### src/rtl/light_ctrl_pkg.sv
// Shared types and width helpers for the shared-room-light scheduler.
package light_ctrl_pkg;

    typedef enum logic [1:0] {
        ST_OFF  = 2'd0,
        ST_ON   = 2'd1,
        ST_WARN = 2'd2
    } state_t;

    // Bits needed to hold values 0..v-1; never less than 1 so degenerate parameters still elaborate.
    function automatic int clog2w(input int v);
        int r;
        r = 1;
        while ((1 << r) < v) r++;
        return r;
    endfunction

    function automatic int max2(input int a, input int b);
        return (a > b) ? a : b;
    endfunction

endpackage

### src/rtl/light_sched_ctrl_debounce.sv
// One wall button: two-flop synchroniser, hold-time debouncer and a one-cycle press pulse.
module sw_debounce
    import light_ctrl_pkg::*;
#(
    parameter int DEB_CYC = 16
) (
    input  logic clk,
    input  logic rst,
    input  logic i_raw,
    output logic o_press
);

    localparam int CW = clog2w(DEB_CYC);
    localparam logic [CW-1:0] CNT_MAX = CW'(DEB_CYC - 1);

    logic          r_s1;
    logic          r_s2;
    logic          r_deb;
    logic [CW-1:0] r_cnt;
    logic          r_press;

    // The press pulse is raised on the same edge the debounced level rises.
    always_ff @(posedge clk or posedge rst) begin
        if (rst) begin
            r_s1    <= 1'b0;
            r_s2    <= 1'b0;
            r_deb   <= 1'b0;
            r_cnt   <= '0;
            r_press <= 1'b0;
        end else begin
            r_s1    <= i_raw;
            r_s2    <= r_s1;
            r_press <= 1'b0;
            if (r_s2 == r_deb) begin
                r_cnt <= '0;
            end else if (r_cnt == CNT_MAX) begin
                r_deb   <= r_s2;
                r_cnt   <= '0;
                r_press <= r_s2;
            end else begin
                r_cnt <= r_cnt + 1'b1;
            end
        end
    end

    assign o_press = r_press;

endmodule

### src/rtl/light_sched_ctrl.sv
// Shared room light: debounced buttons queue toggle requests, a round-robin arbiter
// accepts one per cycle, and an OFF/ON/WARN FSM adds auto-off with a blinking warning.
module light_sched_ctrl
    import light_ctrl_pkg::*;
#(
    parameter int N_SW        = 4,
    parameter int DEB_CYC     = 16,
    parameter int TIMEOUT_CYC = 1000,
    parameter int WARN_CYC    = 100,
    parameter int BLINK_HALF  = 10
) (
    input  logic            clk,
    input  logic            rst,
    input  logic [N_SW-1:0] sw_raw,
    input  logic            force_off,
    output logic            light,
    output logic [N_SW-1:0] grant,
    output logic [1:0]      state
);

    localparam int TW = clog2w(max2(TIMEOUT_CYC, WARN_CYC));
    localparam int PW = clog2w(N_SW);
    localparam int BW = clog2w(BLINK_HALF);
    localparam logic [TW-1:0] T_LOAD = TW'(TIMEOUT_CYC - 1);
    localparam logic [TW-1:0] W_LOAD = TW'(WARN_CYC - 1);
    localparam logic [BW-1:0] B_MAX  = BW'(BLINK_HALF - 1);
    localparam logic [N_SW-1:0] ONE  = {{(N_SW-1){1'b0}}, 1'b1};

    logic [N_SW-1:0] w_press;
    logic [N_SW-1:0] r_pend;
    logic [PW-1:0]   r_ptr;
    logic [N_SW-1:0] r_grant;
    state_t          r_state;
    logic            r_light;
    logic [TW-1:0]   r_timer;
    logic            r_phase;
    logic [BW-1:0]   r_bcnt;

    logic            w_found;
    logic [PW-1:0]   w_idx;
    logic [PW-1:0]   w_sel_idx;
    logic [N_SW-1:0] w_sel;
    logic            w_gnt_v;
    logic [N_SW-1:0] w_pend_n;
    logic [PW-1:0]   w_ptr_n;
    state_t          w_state_n;
    logic [TW-1:0]   w_timer_n;
    logic            w_phase_n;
    logic [BW-1:0]   w_bcnt_n;
    logic            w_light_n;

    for (genvar g = 0; g < N_SW; g++) begin : g_deb
        sw_debounce #(.DEB_CYC(DEB_CYC)) u_deb (
            .clk     (clk),
            .rst     (rst),
            .i_raw   (sw_raw[g]),
            .o_press (w_press[g])
        );
    end

    // Round-robin pick: first pending bit at or above the pointer, wrapping.
    always_comb begin
        w_found   = 1'b0;
        w_idx     = '0;
        w_sel_idx = '0;
        for (int k = 0; k < N_SW; k++) begin
            w_idx = PW'((int'(r_ptr) + k) % N_SW);
            if (!w_found && r_pend[w_idx]) begin
                w_found   = 1'b1;
                w_sel_idx = w_idx;
            end
        end
        w_sel   = w_found ? (ONE << w_sel_idx) : '0;
        w_gnt_v = w_found && !force_off;
        w_ptr_n = w_gnt_v ? PW'((int'(w_sel_idx) + 1) % N_SW) : r_ptr;
        if (force_off)
            w_pend_n = '0;
        else
            w_pend_n = (r_pend & ~(w_gnt_v ? w_sel : '0)) | w_press;
    end

    always_comb begin
        w_state_n = r_state;
        w_timer_n = r_timer;
        w_phase_n = r_phase;
        w_bcnt_n  = r_bcnt;
        case (r_state)
            ST_OFF: begin
                if (w_gnt_v) begin
                    w_state_n = ST_ON;
                    w_timer_n = T_LOAD;
                end
            end
            ST_ON: begin
                if (w_gnt_v) begin
                    w_state_n = ST_OFF;
                end else if (r_timer == '0) begin
                    w_state_n = ST_WARN;
                    w_timer_n = W_LOAD;
                    w_phase_n = 1'b0;
                    w_bcnt_n  = '0;
                end else begin
                    w_timer_n = r_timer - 1'b1;
                end
            end
            ST_WARN: begin
                if (r_bcnt == B_MAX) begin
                    w_bcnt_n  = '0;
                    w_phase_n = ~r_phase;
                end else begin
                    w_bcnt_n = r_bcnt + 1'b1;
                end
                // A press during the warning re-arms the full timeout.
                if (w_gnt_v) begin
                    w_state_n = ST_ON;
                    w_timer_n = T_LOAD;
                end else if (r_timer == '0) begin
                    w_state_n = ST_OFF;
                end else begin
                    w_timer_n = r_timer - 1'b1;
                end
            end
            default: w_state_n = ST_OFF;
        endcase
        if (force_off)
            w_state_n = ST_OFF;
        case (w_state_n)
            ST_ON:   w_light_n = 1'b1;
            ST_WARN: w_light_n = w_phase_n;
            default: w_light_n = 1'b0;
        endcase
    end

    always_ff @(posedge clk or posedge rst) begin
        if (rst) begin
            r_pend  <= '0;
            r_ptr   <= '0;
            r_grant <= '0;
            r_state <= ST_OFF;
            r_light <= 1'b0;
            r_timer <= '0;
            r_phase <= 1'b0;
            r_bcnt  <= '0;
        end else begin
            r_pend  <= w_pend_n;
            r_ptr   <= w_ptr_n;
            r_grant <= w_gnt_v ? w_sel : '0;
            r_state <= w_state_n;
            r_light <= w_light_n;
            r_timer <= w_timer_n;
            r_phase <= w_phase_n;
            r_bcnt  <= w_bcnt_n;
        end
    end

    assign light = r_light;
    assign grant = r_grant;
    assign state = r_state;

endmodule

### config.mk
export PLATFORM = sky130hd
export DESIGN_NAME = light_sched_ctrl
export DESIGN_NICKNAME = d
export VERILOG_FILES = /design/src/rtl/light_ctrl_pkg.sv /design/src/rtl/light_sched_ctrl_debounce.sv /design/src/rtl/light_sched_ctrl.sv
export SDC_FILE = /design/constraint.sdc
export NUM_CORES = 1
export LEC_CHECK = 0
export ABC_AREA = 1
export CORE_MARGIN = 3
export CORE_UTILIZATION = 30
export CTS_CLUSTER_DIAMETER = 50
export DETAILED_ROUTE_END_ITERATION = 8
export GPL_TIMING_DRIVEN = 1
export SYNTH_ARGS = -nofsm -noshare
export SYNTH_HDL_FRONTEND = slang
export SYNTH_HIERARCHICAL = 1
export SYNTH_SLANG_ARGS = --single-unit
### constraint.sdc
create_clock -name clk -period 3.79 [get_ports clk]
set_input_delay 0.9475 -clock clk [delete_from_list [all_inputs] [get_ports clk]]
set_output_delay 0.9475 -clock clk [all_outputs]
set_load 0.05 [all_outputs]
==> impl_results.md <==
- R2R depth: 14
- Gr usage total: 10.9%
- Critical Path RT: 2.84 ns
- Worst path top cell family by delay: buffers and inverters
- P&R area growth vs syn: 14.2%
- Predominant post-synthesis flop cell: dfrtp_1
- Fmax: 394 MHz
- Largest family of logic cells by synthesized area: simple AND/OR/NAND/NOR gates
- Num rows: 37
- I/O Buffers: 13
- DR vias/cell: 4.48
- Seq/Total Area, Yosys: 44.9%
- Yosys warning count: 6
- WS Path Type: reg2out
- Cell taking the most area after synthesis: dfrtp_1
- Synth Area in XOR/XNOR: 2.10%
- Initial antenna violation count: 0
- Largest net degree at the start of global routing: 29
- Final Max Slew Viols: 0
- Nets: 462
- FF-to-FF Start: r_ptr[0]$_DFFE_PP0P_
- CP Launch Type: flop
- Drt wl/cell: 10.9 um
- Avg Cell Area, Syn: 8.04 um^2
- Via count: 2587
- Gate power share: 40.9%
- Post-CTS setup buffer count: 0
- CTS tree: yes
- Die height: 112 um
- Post-synth ARST share: 100%
- CTS buffer count: 9
- GPL Wtd Cong: 0.792
- Status: finished clean
- Synthesized flop and latch total: 60
- Critical R2R Capture: r_pend[3]$_DFF_PP0_
- Vias in the first global route: 2499
- DRT Wirelength: 6.30 mm
- CORE AREA: 10600 um^2
- Max cap viols: 0
- Crit. End Element: primary output
- Number of synthesized flops with an enable pin: 0
- Layout cell share with drive strength beyond 1: 14.0%
- Yosys top cell area share: 44.9%
- Cell Int Power: 1.37 mW
- Peak VDD IR: 0.000259 V
- Post-Synth Adder-Cell Area: 6.73%
- Net switching share of the total power: 42.3%
- Worst hold path depth: 0
- Period utilisation layout: 66.9%
- CTS H-tree lvls: 3
- Simple-Gate Fraction of Synth Area: 30.6%
- Setup Viol. Count Final: 0
- Cells after synthesis: 416
- Clock slew at reported path FFs: 0.07 ns
- DR DRC count: 0
- Most frequent cell after synthesis: nand2_1
- Non-Filler Instances: 578
- Flop pwr share: 35.4%
- Clock power frac: 23.7%
- PostCTS Resize Cnt: 0
- Reg2reg setup slack: 1.36 ns
- Initial Util: 31.5%
- Slew @ Worst Pin: 0.592 ns
- Estimated wirelength of the detail-placed design: 4.62 mm
- CTS Hold Bufs: 0
- Post-synth top cells: nand2_1, dfrtp_1, inv_1
- Buffers & Inverters on Critical Path: 1
- GRT overflow: 0
- CTS Buffer Depth: 2
- Cells taking the most area after synthesis: dfrtp_1, nand2_1, ha_1
- Placed cells: 562
- Antenna Cells: 0
- ANT nets after route: 0
- Min Tclk post-route: 2.54 ns
- DRT Pass-1 Iters: 6
- Cell Pwr Density: 622 nW/um^2
- Leak: 1.88 nW
- Critical path peak fanout: 5
- Io pins: 14
- Netlist cell types: 34
- First-pass GRT wire length: 11.3 mm
- Psw: 1.00 mW
- Synth Area in Compound Gates: 7.63%
- CP max stage cell: clkdlybuf4s50_1
- Die footprint: 12500 um^2
- Arrival @ worst endpoint: 1.59 ns
- Clk_lat worst skew: 0.33 ns
- Synth Net Count: 441
- CTS Root Buffer Type: clkbuf_8
- Crit-path max cell delay: 0.83 ns
- Worst rel slew slack: 60.5%
- RSZ-0062 raised after global routing: no
- Endpoints failing hold: 0
- Hold path startpoint: g_deb[3].u_deb/r_s1$_DFF_PP0_
- Setup TNS: 0 ns
- Path category of the worst min-delay check: reg2reg
- Die Wd: 112 um
- Multiplexer share of the synthesized area: 0%
- Pwr Total: 2.38 mW
- 1st-iter DRT viols: 120
- Fin util: 36.0%
- Clock sinks: 60
- Worst-case clock skew: 0.00899 ns
- CP cell instances: clkdlybuf4s50_1
- Worst hold endpoint: g_deb[3].u_deb/r_s2$_DFF_PP0_
- Post-Synthesis Cell Area: 3340 um^2
- Hold_ws: 0.350 ns
sequential cells by signal (all words and copies together), names as in the netlist:
| name | flops |
|---|---|
| g_deb.u_deb/o_press | 4 |
| g_deb.u_deb/r_cnt | 16 |
| g_deb.u_deb/r_deb | 4 |
| g_deb.u_deb/r_s1 | 4 |
| g_deb.u_deb/r_s2 | 4 |
| grant | 4 |
| light | 1 |
| r_bcnt | 4 |
| r_pend | 4 |
| r_phase | 1 |
| r_ptr | 2 |
| r_timer | 10 |
| state | 2 |
power by group through the flow:
stage,combinational [mW],sequential (mW),clock [mW]
after floorplan,0.730,0.885,0
final,0.972,0.841,0.562
after detailed placement,0.974,0.853,0
after global routing,1.11,0.857,0.610
after global placement,0.957,0.849,0
after CTS,0.981,0.842,0.584
worst max-delay path by stage:
stage / from / to / slack (ns) / depth (start not counted)
final: state[0]$_DFF_PP0_ / state[0] / 1.25 / 1
after global routing: r_ptr[0]$_DFFE_PP0P_ / r_pend[3]$_DFF_PP0_ / 1.09 / 14
after CTS: state[0]$_DFF_PP0_ / state[0] / 1.22 / 1
after detailed placement: force_off / light$_DFF_PP0_ / 0.93 / 10
after global placement: force_off / light$_DFF_PP0_ / 1.00 / 10
after floorplan: r_ptr[0]$_DFFE_PP0P_ / r_ptr[1]$_DFFE_PP0P_ / 1.74 / 13
layout make-up:
cell class	count	area, um^2
Tap cell	136	170
Fill cell	1080	6780
Multi-Input combinational cell	288	1570
Timing Repair Buffer	14	138
Inverter	64	243
Sequential cell	60	1500
Clock buffer	10	128
Clock inverter	6	65.1
layer usage:
metal / up-vias / share of wire (%) / GRT usage [%]
li1: 1353 / - / -
met1: 1188 / 48 / 14.3
met2: 39 / 45 / 17.1
met3: 7 / 5.4 / 4.18
met4: 0 / 1.2 / 2.92
met5: - / 0 / 0
through the flow:
stage          cell area, um^2  setup slack [ns]
6_report                  3820              1.25
2_1_floorplan             3340              1.74
3_3_place_gp              3630              1.00
4_1_cts                   3820              1.22
3_5_place_dp              3630             0.929
5_1_grt                   3820              1.09
placed cells by master (no fill, tap or decap), drive strengths merged, types with 2 or more instances in the layout:
master / instances
inv: 63
nand2: 122
nor2: 47
clkinv: 5
xnor2: 3
nand3: 36
a21boi: 2
o21ai: 28
nand4: 7
clkbuf: 10
a21oi: 10
dfrtp: 60
ha: 18
clkdlybuf4s50: 13
nor3b: 2
nor3: 4
xor2: 5
cells by family (layout without fill, tap and decap cells):
logic type,count (synthesis),in the layout
adders and majority gates,18,18
buffers and inverters,68,94
xor gates and xnor gates,8,8
DFF,60,60
AOI/OAI and AO/OA,42,42
and+or+nand+nor,220,220
Power figures use the tool's default switching activity.
==> RTL change 1 (config.mk and constraints unchanged) <==
The parameter `WARN_CYC` goes from 100 to 50.
--- a/src/rtl/light_sched_ctrl.sv
+++ b/src/rtl/light_sched_ctrl.sv
@@ -7,5 +7,5 @@
     parameter int DEB_CYC     = 16,
     parameter int TIMEOUT_CYC = 1000,
-    parameter int WARN_CYC    = 100,
+    parameter int WARN_CYC    = 50,
     parameter int BLINK_HALF  = 10
 ) (
Behaviour: same outputs for any inputs over 4 cycles, from zero or initial values and one cycle with rst high; that may be too few to reach the edited logic, so the function may still have changed.
==> RTL change 1 against the unedited design <==
Synthesized area is 1.4% higher; sequential cell count stayed put; routed wire length is 1.8% higher; maximum frequency is 2.3% lower; power is 23% higher; via count hardly changed; worst setup slack worse by 0.059 ns; first-iteration DRC count is 5.0% lower; cell area is 4.6% higher; utilization is 0.51 points higher; largest cell class unchanged; highest routed layer unchanged.
==> RTL change 1: results (changes against the unedited design) <==
GR Util All Layers 11.3% (+0.33 points); clock-pin slew on the worst setup and hold paths 0.05 ns (-0.02 ns); RD Place Congestion 0.831 (+4.8%); worst vdd rail ir drop 0.000308 V (+19%); post-DP HPWL 4660 um (+0.81%); synth cell count leaders 109 x nand2_1, 60 x dfrtp_1, 58 x inv_1; post-CTS setup buffers 0 (unchanged); via count 2,588 (+0.039%); worst-case clock buffer depth 2 (unchanged); max incr delay on CP 0.85 ns (+0.02 ns); Unique masters post-synth 35 (+2.9%); Seq/Total Area, Yosys 44.3% (-0.63 points); post-layout net count 464 (+0.43%); Non-Filler Instances 583 (+0.87%); Rel. slew slack 66.4% (+5.9 points); layout cells sized above 1 14.0% (-0.032 points); DP Cell Count 568 (+1.1%); # diodes 0 (unchanged); Root Driver clkbuf_16; IO buf count 13 (unchanged); skew final 0.00459 ns (-0.00440 ns); average size of a mapped cell 8.10 um2 (+0.70%); cell with the most instances after synthesis nand2_1; 1st-iter DRT viols 114 (-5.0%); P_leak 1.99 nW (+5.8%); Routed wire per std cell 11.0 um (+0.92%); syn_nets 444 (+0.68%); Data arrival, critical path 1.65 ns (+0.06 ns); number of global-route vias before repair 2,627 (+5.1%); Worst Setup SP state[1]; Async SR Flop Fraction 100% (unchanged); run status finished clean; Yosys warnings 6 (unchanged); reg2reg start r_ptr[0]; worst slack at placement 1.02 ns (+0.0903 ns); Area after DPL 3670 um2 (+1.2%); First-pass DRT Iterations 4 (-2); Most used DFF post-synth dfrtp_1; first-pass GRT wire length 11,600 um (+2.6%); hold_sp g_deb[1].u_deb/r_s1; top cells by area, synth dfrtp_1 44%, nand2_1 12%, ha_1 6.6%
==> RTL change 1: area by class of cell <==
class                      instances  area (um2)
fill                            1114        6940
multi-input combinational        286        1600
sequential                        60        1500
inverter                          68         258
clock buffer                      11         253
tap                              140         175
timing repair buffer              14         138
clock inverter                     4        72.6
==> RTL change 1: cells by family (layout without fill, tap and decap cells) <==
| group | after synthesis | count (layout) | synth area share (%) |
|---|---|---|---|
| AO/OA/AOI/OAI | 42 | 42 | 7.05 |
| XOR/XNOR | 9 | 9 | 2.32 |
| adder cells (fa/ha/maj) | 18 | 18 | 6.64 |
| buffers and inverters | 73 | 97 | 8.63 |
| flip-flops | 60 | 60 | 44.3 |
| AND/OR/NAND/NOR | 217 | 217 | 31.1 |
==> RTL change 1: path summary, 6_finish.rpt <==
path / end / slack [ns] / cells past startpoint
max: state[1] / 1.20 / 1
min: g_deb[1].u_deb/r_s2 / 0.35 / 0
max reg2reg: r_pend[0] / 1.34 / 15
min reg2reg: g_deb[1].u_deb/r_s2 / 0.35 / 0
max in group asynchronous: r_timer[1] / 2.39 / 3
min in group asynchronous: g_deb[1].u_deb/r_deb / 1.00 / 2
==> RTL change 1: power by group <==
| part | internal, W | switching (W) | total [W] | leakage (nW) |
|---|---|---|---|---|
| sequential | 0.000744 | 0.0000980 | 0.000842 | 0.781 |
| combinational | 0.000406 | 0.000779 | 0.00118 | 1.05 |
| clock | 0.000606 | 0.000279 | 0.000885 | 0.158 |
| total | 0.00176 | 0.00116 | 0.00291 | 1.99 |
==> RTL change 1: metal layers <==
metal	vias to the layer above	routed length (um)	GRT usage [%]
met5	-	0	0
met4	0	120	5.53
met3	8	182	2.43
met2	28	2970	18.0
met1	1203	3140	14.5
li1	1349	-	-
==> RTL change 2 (same flow settings) <==
Made on the original files. Make the reset (`rst`) synchronous in 2 clocked blocks.
--- a/src/rtl/light_sched_ctrl_debounce.sv
+++ b/src/rtl/light_sched_ctrl_debounce.sv
@@ -21,5 +21,5 @@
 
     // The press pulse is raised on the same edge the debounced level rises.
-    always_ff @(posedge clk or posedge rst) begin
+    always_ff @(posedge clk) begin
         if (rst) begin
             r_s1    <= 1'b0;
--- a/src/rtl/light_sched_ctrl.sv
+++ b/src/rtl/light_sched_ctrl.sv
@@ -132,5 +132,5 @@
     end
 
-    always_ff @(posedge clk or posedge rst) begin
+    always_ff @(posedge clk) begin
         if (rst) begin
             r_pend  <= '0;
Function: no difference found for any inputs over 4 cycles, from zero or initial values and one cycle with rst high; that may be too few to reach the edited logic, so the function may still have changed.
==> RTL change 2 against the unedited design <==
Synthesized area decreased by 8.8%; non-clock buffer count unchanged; synthesized cell count down 0.24%; worst setup slack worse by 0.036 ns; critical path depth rose by 13; routed wire length down 9.0%; sequential cell count unchanged; cell area shrank 7.9%; maximum frequency shrank 1.4%; via count is 1.9% lower; critical endpoint is now light; highest routed layer unchanged.
Power is not compared: it rests on default switching activity, and its combinational part moved more than twofold at a synthesized area within 25%.
==> RTL change 2: results (changes against the unedited design) <==
Met1 Wirelength 2900 um (-4.7%); GR Util All Layers 10.7% (-0.25 points); average size of a mapped cell 7.35 um2 (-8.5%); Data arrival, critical path 2.84 ns (+1.25 ns); Worst-Margin Slew 0.504 ns (-0.0884 ns); First-pass DRT Iterations 4 (-2); slowest CP cell dfxtp_1; RD Place Congestion 0.812 (+2.4%); largest net degree at the start of global routing 25 (-14%); routing usage on met3 2.29% (-1.9 points); syn_nets 440 (-0.23%); met2 Usage GRT 17.0% (-0.047 points); Seq/Total Area, Yosys 39.4% (-5.5 points); synth cell count leaders 76 x nand2_1, 65 x nor2_1, 60 x dfxtp_1; run status finished clean; met3 WL 141 um (-59%); met1 usage 13.6% (-0.69 points); critical path peak fanout 18 (+13); Signal inverters 58 (-9.4%); area of the mapped netlist 3050 um2 (-8.8%); Register Area 1200 um2 (-20%); 1st-iter DRT viols 117 (-2.5%); Non-Filler Instances 571 (-1.2%); # fillers 1,071 (-0.83%); top cells by area, synth dfxtp_1 39%, nand2_1 9.3%, nor2_1 8.0%; via count 2,539 (-1.9%); layout cells sized above 1 9.59% (-4.4 points); Async SR Flop Fraction 0% (-100 points); Total Wirelength 5740 um (-9.0%)
-- RTL change 2: changes by cell type in the layout (fill, tap and decap cells not counted), moves of 6 or more --
cell / before / now
dfxtp_1: 0 / 60
nand2_2: 14 / 1
dfrtp_1: 60 / 0
o21ai_0: 19 / 13
a21oi_1: 8 / 15
nor2_1: 40 / 65
nand2_1: 105 / 76
-- RTL change 2: worst paths after layout --
check                      start             endpoint  slack [ns]  cells after the start
min reg2reg  g_deb[0].u_deb/r_s1  g_deb[0].u_deb/r_s2        0.40                      2
max                     r_ptr[0]                light        1.22                     14
min          g_deb[0].u_deb/r_s1  g_deb[0].u_deb/r_s2        0.40                      2
max reg2reg             r_ptr[0]                light        1.22                     14
-- RTL change 2: cells by family (layout without fill, tap and decap cells) --
logic type / count (synthesis) / count (layout) / share of synthesized area, %
xor+xnor: 15 / 15 / 4.30
fa+ha+maj: 18 / 18 / 7.38
flops: 60 / 60 / 39.4
buf+inv: 65 / 88 / 8.40
simple gates: 210 / 210 / 31.9
compound gates: 47 / 47 / 8.61
